`src/rtl/serial_capture_pkg.sv`:
```
// Shared types for the serial capture block: output buffer state encoding.
package serial_capture_pkg;

    // Output buffer occupancy; encoding is fixed so out_valid is simply the state bit.
    typedef enum logic {
        ST_EMPTY = 1'b0,
        ST_FULL  = 1'b1
    } buf_state_e;

endpackage : serial_capture_pkg

```
`src/rtl/serial_capture_edge_detect.sv`:
```
// Two-flop input stage for the serial line with single-cycle rise/fall pulses.
module serial_capture_edge_detect (
    input  logic clk,
    input  logic reset,
    input  logic d,
    output logic d_q,
    output logic rise,
    output logic fall
);

    logic sample_q, sample_d;
    logic prev_q, prev_d;

    // Next-state for the sample and previous-sample flops; runs every cycle regardless of en.
    always_comb begin
        sample_d = d;
        prev_d   = sample_q;
    end

    // Input stage registers.
    always_ff @(posedge clk) begin
        if (reset) begin
            sample_q <= 1'b0;
            prev_q   <= 1'b0;
        end else begin
            sample_q <= sample_d;
            prev_q   <= prev_d;
        end
    end

    assign d_q  = sample_q;
    assign rise = sample_q & ~prev_q;
    assign fall = ~sample_q & prev_q;

endmodule : serial_capture_edge_detect

```
`src/rtl/serial_capture.sv`:
```
// Serial-to-parallel capture with edge pulses and a one-word valid/ready output buffer.
//
//  state    | meaning
//  ---------+-------------------------------------------------------------
//  ST_EMPTY | no word held; out_ready ignored; completion loads out_data
//  ST_FULL  | out_data holds an unaccepted word; completion without
//           | out_ready drops the new word and sets sticky overflow
module serial_capture
    import serial_capture_pkg::*;
#(
    parameter int WIDTH     = 8,
    parameter bit MSB_FIRST = 1'b1
) (
    input  logic                     clk,
    input  logic                     reset,
    input  logic                     d,
    input  logic                     en,
    input  logic                     out_ready,
    output logic [WIDTH-1:0]         out_data,
    output logic                     out_valid,
    output logic                     overflow,
    output logic                     rise,
    output logic                     fall,
    output logic [$clog2(WIDTH)-1:0] bit_cnt
);

    localparam int            CW       = $clog2(WIDTH);
    localparam logic [CW-1:0] LAST_CNT = CW'(WIDTH - 1);

    logic             d_q;
    logic [WIDTH-1:0] shreg_q, shreg_d;
    logic [CW-1:0]    bit_cnt_q, bit_cnt_d;
    logic [WIDTH-1:0] out_data_q, out_data_d;
    logic             overflow_q, overflow_d;
    buf_state_e       state_q, state_d;
    logic [WIDTH-1:0] candidate;
    logic             complete;

    serial_capture_edge_detect u_edge (
        .clk   (clk),
        .reset (reset),
        .d     (d),
        .d_q   (d_q),
        .rise  (rise),
        .fall  (fall)
    );

    // Shift register and bit counter; the word completes on the WIDTH-th enabled sample.
    always_comb begin
        shreg_d   = shreg_q;
        bit_cnt_d = bit_cnt_q;
        complete  = 1'b0;
        candidate = MSB_FIRST ? {shreg_q[WIDTH-2:0], d_q} : {d_q, shreg_q[WIDTH-1:1]};
        if (en) begin
            shreg_d = candidate;
            if (bit_cnt_q == LAST_CNT) begin
                complete  = 1'b1;
                bit_cnt_d = '0;
            end else begin
                bit_cnt_d = bit_cnt_q + CW'(1);
            end
        end
    end

    // Output buffer next-state: accept-and-refill in one cycle is allowed, refill without accept drops.
    always_comb begin
        state_d    = state_q;
        out_data_d = out_data_q;
        overflow_d = overflow_q;
        case (state_q)
            ST_EMPTY: begin
                if (complete) begin
                    state_d    = ST_FULL;
                    out_data_d = candidate;
                end
            end
            ST_FULL: begin
                if (out_ready) begin
                    if (complete) begin
                        out_data_d = candidate;
                    end else begin
                        state_d = ST_EMPTY;
                    end
                end else if (complete) begin
                    overflow_d = 1'b1;
                end
            end
            default: state_d = ST_EMPTY;
        endcase
    end

    // Datapath and buffer registers.
    always_ff @(posedge clk) begin
        if (reset) begin
            shreg_q    <= '0;
            bit_cnt_q  <= '0;
            out_data_q <= '0;
            overflow_q <= 1'b0;
            state_q    <= ST_EMPTY;
        end else begin
            shreg_q    <= shreg_d;
            bit_cnt_q  <= bit_cnt_d;
            out_data_q <= out_data_d;
            overflow_q <= overflow_d;
            state_q    <= state_d;
        end
    end

    assign out_data  = out_data_q;
    assign out_valid = (state_q == ST_FULL);
    assign overflow  = overflow_q;
    assign bit_cnt   = bit_cnt_q;

endmodule : serial_capture

```
`config.mk`:
```
export PLATFORM = sky130hd
export DESIGN_NAME = serial_capture
export DESIGN_NICKNAME = d
export VERILOG_FILES = /design/src/rtl/serial_capture_pkg.sv /design/src/rtl/serial_capture_edge_detect.sv /design/src/rtl/serial_capture.sv
export SDC_FILE = /design/constraint.sdc
export NUM_CORES = 1
export LEC_CHECK = 0
export CORE_MARGIN = 8
export CORE_UTILIZATION = 49
export CTS_CLUSTER_DIAMETER = 80
export DETAILED_ROUTE_END_ITERATION = 10
export PLACE_DENSITY = 0.87
export RECOVER_POWER = 50
export SLEW_MARGIN = 25
export SYNTH_ARGS = -nofsm -noshare
export SYNTH_HDL_FRONTEND = slang
export SYNTH_HIERARCHICAL = 1
export SYNTH_SLANG_ARGS = --single-unit
```
`constraint.sdc`:
```
create_clock -name clk -period 2 [get_ports clk]
set_clock_uncertainty 0.15 [all_clocks]
set_input_delay 0.6 -clock clk [delete_from_list [all_inputs] [get_ports clk]]
set_output_delay 0.6 -clock clk [all_outputs]
set_load 0.01 [all_outputs]
```
### Yosys cells after proc, flatten, opt, wreduce, memory -nomap -nowiden

Cells that the tools add are included.

| word-level totals | value |
|---|---|
| flip-flop bits (word level) | 22 |
| latch bits | 0 |
| bits in writable memories | 0 |
| memory bits (read-only) | 0 |
| bits of input ports | 5 |
| output and inout port bits | 15 |
| memories | 0 |

| cells by class | value |
|---|---|
| add/subtract/negate cells | 1 |
| $mul | 0 |
| divide/modulo/power cells | 0 |
| $lt $le $gt $ge | 0 |
| eq/ne operators | 2 |
| shifts and indexed selects | 0 |
| mux-type cells | 9 |
| bitwise operators | 6 |
| reductions and logical operators | 1 |

Operators by type and width:

| operator | count |
|---|---|
| 2-to-1 mux 8 bit | 2 |
| case mux 8 bit (2 select lines) | 1 |
| 2-to-1 mux 1 bit | 4 |
| inverter 1 bit | 4 |
| adder 3 x 1 -> 3 bit (second input constant) | 1 |
| == test 3 bit (second input constant) | 1 |
| 2-to-1 mux 3 bit | 1 |
| AND reduction 3 bit | 1 |
| bitwise AND 1 bit | 2 |
| inequality test 2 bit (second input constant) | 1 |
| case mux 1 bit (2 select lines) | 1 |

### Longest topological paths before layout

| logic depth | value |
|---|---|
| depth after elaboration | 6 |
| mapped depth | 5 |
| mapped depth without buffers | 5 |

### Hierarchy

The synthesis kept the hierarchy.

Modules (own cells, without submodules):

| module | times used | cells an instance | area an instance (um2) | seq. area each (um2) |
|---|---|---|---|---|
| serial_capture | 1 | 82 | 900.9 | 400.4 |
| serial_capture_edge_detect | 1 | 6 | 65.1 | 40.0 |

### Least setup slack after synthesis

Ideal clock, no wire load.

| timing path | value |
|---|---|
| path type | reg2reg |
| start point | register bit_cnt_q[0] (netlist: bit_cnt[0]) |
| end point | register state_q (netlist: out_valid) |
| arrival time | 1.216 ns |
| data required time | 1.736 ns |
| path slack | 0.521 ns |
| stages on the path, launching flop included | 6 |
| period minus slack after synthesis | 1.479 ns |
| cells stage by stage | dfxtp_1 > ha_1 > ha_1 > mux2_2 > a21oi_1 > nor2_1 |

| between the ends | value |
|---|---|
| word-level cells in the longest chain between the ends | 6 |

RTL lines:

| what | line | RTL |
|---|---|---|
| start, declared | serial_capture.sv:32 | `logic [CW-1:0] bit_cnt_q, bit_cnt_d;` |
| start signal, assigned | serial_capture.sv:102 | `bit_cnt_q <= bit_cnt_d;` |
| == test 3 bit (*) | serial_capture.sv:56 | `if (bit_cnt_q == LAST_CNT) begin` |
| 2-to-1 mux 1 bit (*) | serial_capture.sv:56 |  |
| 2-to-1 mux 1 bit (*) | serial_capture.sv:54 | `if (en) begin` |
| 2-to-1 mux 1 bit (*) | serial_capture.sv:72, serial_capture.sv:79 |  |
| 2-to-1 mux 1 bit | serial_capture.sv:78 | `if (out_ready) begin` |
| case mux 1 bit (2 select lines) (*) | serial_capture.sv:70 | `case (state_q)` |
| end signal, assigned | serial_capture.sv:105 | `state_q <= state_d;` |
| end, declared | serial_capture.sv:35 | `buf_state_e state_q, state_d;` |

Every way passes the cells marked *; elsewhere a longest branch is shown, timed or not.
A chain may end at the register's enable or synchronous reset.

### Worst setup path in the final report

| timing path | value |
|---|---|
| start point | register out_data_q[4] (netlist: out_data[4]) |
| end point | output port out_data[4] |

RTL lines:

| what | line | RTL |
|---|---|---|
| start, declared | serial_capture.sv:33 | `logic [WIDTH-1:0] out_data_q, out_data_d;` |
| start signal, assigned | serial_capture.sv:103 | `out_data_q <= out_data_d;` |
| end, declared | serial_capture.sv:19 | `output logic [WIDTH-1:0] out_data,` |

No word-level cell between the ends.

==> Flow_metrics.wiki <==
{| class="wikitable"
! Metric !! Value
|-
| Result of the run || finished clean
|-
| Post-CTS Setup Bufs || 0
|-
| WS Path Type || reg2out
|-
| Share of the yosys chip area belonging to registers || 0.4560
|-
| Area enclosed by the die boundary || 3648 um2
|-
| Summed negative setup slack over all endpoints || 0 ns
|-
| Final Net Count || 118
|-
| Total buffers and inverters traversed by the critical path || 1
|-
| Post-synthesis cell area || 965.9 um2
|-
| Drc violations || 0
|-
| Worst max-slew margin expressed relative to the limit || 0.7109
|-
| Syn avg cell area || 10.98 um2
|-
| Dominant combinational cell family by area after synthesis || simple AND/OR/NAND/NOR gates
|-
| Ratio of routed vias to standard cells || 4.756
|-
| Setup slack on the worst flop-to-flop path || 0.45 ns
|-
| Fraction of the mapped netlist area in simple logic gates || 0.2370
|-
| Final number of hold-violating endpoints || 0
|-
| Required arrival time at the worst endpoint || 1.25 ns
|-
| H-Tree Level Count || 1
|-
| RSZ-0062 raised after global routing || false
|-
| GR Overflow Total || 0
|-
| Kind of path behind the tightest hold check || reg2reg
|-
| Average routed wire per standard cell || 12.21 um
|-
| Maximum achievable frequency || 513.5 MHz
|-
| Chip Width || 60.40 um
|-
| Synth Net Count || 96
|-
| Max Root-Sink Buffers || 2
|-
| Compound-cell area share of the yosys netlist || 0.01684
|-
| Setup slack after placement || 0.09870 ns
|-
| GP Congestion || 0.6911
|-
| IR drop worst, VDD || 0.4126 mV
|-
| Root cell of the clock tree || sky130_fd_sc_hd__clkbuf_4
|-
| Cell count along the critical path || 1
|-
| Number of pins with negative max-slew slack in the final report || 0
|-
| DR vias || 642
|-
| Power density cells || 590.8 nW/um2
|-
| Area growth from synthesis to layout || 22.15%
|-
| Overall power || 697.1 uW
|-
| Warning count from the yosys run || 6
|-
| Endpoints failing setup || 0
|-
| Top post-synthesis cells by area || sky130_fd_sc_hd__dfxtp_1 46%, sky130_fd_sc_hd__mux2i_1 18%, sky130_fd_sc_hd__nand2b_1 11%, sky130_fd_sc_hd__nor2_1 4.7%, sky130_fd_sc_hd__ha_1 3.9%
|-
| Critical path destination || out_data[4]
|-
| Max-cap violations || 0
|-
| Cells along the critical path || clkdlybuf4s50_1
|-
| Critical path endpoint category || output pin
|-
| Fraction of synthesized cell area taken by the top area cell type || 0.4560
|-
| TritonCTS buffer count || 3
|-
| Destination of the worst register-to-register timing path || out_valid
|-
| Crit share post-route || 0.9738
|-
| Crit Path Max Fanout || 2
|-
| Crit path from || out_data[4]
|-
| Setup slack of the critical path after layout || 0.05242 ns
|-
| Leakage power total || 0.5387 nW
|-
| Number of optimization iterations in the first detailed-route pass || 4
|-
| Global router's overall resource usage || 0.1114
|-
| Total clock sinks || 22
|-
| Adder-cell share of the synthesized area || 0.03886
|-
| Maximum number of pins on one net before global-route repair || 30
|-
| XOR/XNOR share of the synthesized area || 0
|-
| Placeable core region || 1902 um2
|-
| Yosys top cell by area || sky130_fd_sc_hd__dfxtp_1
|-
| Clock network latency to the later pin of the worst-skew pair || 0.29 ns
|-
| Initial antenna violation count || 0
|-
| Detailed Route WL || 1648 um
|-
| Global-route wire length before repair || 3070 um
|-
| Antenna cells || 0
|-
| CTS Hold Bufs || 0
|-
| Critical-path cell with the highest stage delay || sky130_fd_sc_hd__clkdlybuf4s50_1
|-
| Number of DRC violations after detailed-routing iteration 0 || 3
|-
| IO Count || 20
|-
| Distinct cell type count after synthesis || 15
|-
| Cell family with the largest share of critical-path delay || buffers and inverters
|-
| Number of register bits inferred by synthesis || 22
|-
| Multiplexer share of the synthesized area || 0.1878
|-
| Count of antenna-violating nets left after detailed routing || 0
|-
| Fraction of final layout cells sized beyond drive strength 1 || 0.1204
|-
| Effective utilization at floorplan || 0.5079
|-
| Number of buffer cells added on primary ports || 19
|-
| Synthesized instance count || 88
|-
| Clock tree from TritonCTS || built
|-
| Number of stages on the worst hold path || 2
|-
| Shortest period the worst path allows || 1.948 ns
|-
| Startpoint kind of the worst setup timing path || register
|-
| Vias in the first global route || 692
|-
| Transition time at the pin with the least slew margin || 0.4337 ns
|-
| Floorplan row count || 16
|-
| Filler cell count in the final layout || 180
|-
| Vertical die dimension || 60.40 um
|-
| R2r startpoint || bit_cnt[0]
|-
| Worst reg-to-reg path cell count || 5
|-
| Delay of the slowest cell on the worst path || 0.54 ns
|-
| Data arrival at the endpoint of the critical path || 1.20 ns
|-
| Clock transition at the registers of the reported paths || 0.11 ns
|}
synth_stat cells:
| cell type | n |
|---|---|
| sky130_fd_sc_hd__a21oi_1 | 2 |
| sky130_fd_sc_hd__a31oi_1 | 1 |
| sky130_fd_sc_hd__buf_6 | 3 |
| sky130_fd_sc_hd__clkbuf_8 | 2 |
| sky130_fd_sc_hd__dfxtp_1 | 22 |
| sky130_fd_sc_hd__ha_1 | 3 |
| sky130_fd_sc_hd__mux2_2 | 1 |
| sky130_fd_sc_hd__mux2i_1 | 17 |
| sky130_fd_sc_hd__nand2_4 | 1 |
| sky130_fd_sc_hd__nand2b_1 | 17 |
| sky130_fd_sc_hd__nand3b_1 | 1 |
| sky130_fd_sc_hd__nor2_1 | 12 |
| sky130_fd_sc_hd__nor2_8 | 1 |
| sky130_fd_sc_hd__nor2b_1 | 4 |
| sky130_fd_sc_hd__nor2b_4 | 1 |
worst min-delay path by stage:
stage	slack, ns	to	startpoint
after floorplan	0.30	out_data[7]	shreg_q[6]
after global routing	0.37	out_data[1]	out_data[1]
final	0.33	out_data[7]	shreg_q[6]
after CTS	0.33	out_data[7]	shreg_q[6]
after detailed placement	0.31	out_data[6]	out_data[6]
after global placement	0.31	out_data[7]	out_data[7]
registers in the layout, summed over array words and instances (netlist names):
name,count
out_data,8
shreg_q,7
bit_cnt,3
out_valid,1
overflow,1
u_edge/d_q,1
u_edge/prev_q,1
stage by stage:
stage            util  hold slack (ns)  cells  area, um2
2_1_floorplan       -           0.3006     88      965.9
4_1_cts        0.6217           0.3340    135       1182
3_5_place_dp   0.6118           0.3135    132       1164
3_3_place_gp   0.6118           0.3077    132       1164
6_report       0.6204           0.3297    135       1180
5_1_grt        0.6204           0.3714    135       1180
metal layers:
layer	vias to the layer above	part of all wire	GRT usage
met1	297	0.44	0.1184
met3	2	0.063	0.03814
met4	0	0.0067	0.05102
met2	16	0.49	0.1936
met5	-	0	0
li1	327	-	-
report_power, final:
part / leakage (nW) / total (mW) / switching [mW] / internal [mW]
clock: 0.0138 / 0.189 / 0.119 / 0.0701
sequential: 0.179 / 0.451 / 0.00584 / 0.445
combinational: 0.346 / 0.0568 / 0.0254 / 0.0314
layout make-up:
type	instances	area (um2)	share of cell area
timing repair buffer	22	215.2	0.1824
multi-input combinational	61	464.2	0.3934
tap	27	33.78	0.02863
clock buffer	3	22.52	0.01909
sequential	22	444.2	0.3765
cell families after synthesis:
logic type,after synthesis
compound gates,3
fa+ha+maj,3
mux,18
flops,22
buf+inv,5
simple gates,37
placed cells by master (no fill, tap or decap), drive strengths merged:
master and instances:
buf 2, nand3b 1, nand2b 17, dlygate4sd3 1, ha 3, dlygate4sd2 4, nand2 1, clkbuf 4
clkdlybuf4s25 1, a31oi 1, mux2 1, dlymetal6s2s 4, dfxtp 22, a21oi 2, nor2 13, clkdlybuf4s50 9
mux2i 17, nor2b 5
timing repair:
item                       CTS  global route
gates resized for setup      5             7
setup endpoints to repair    4             6
hold endpoints to repair     0             0
Power figures use the tool's default switching activity.
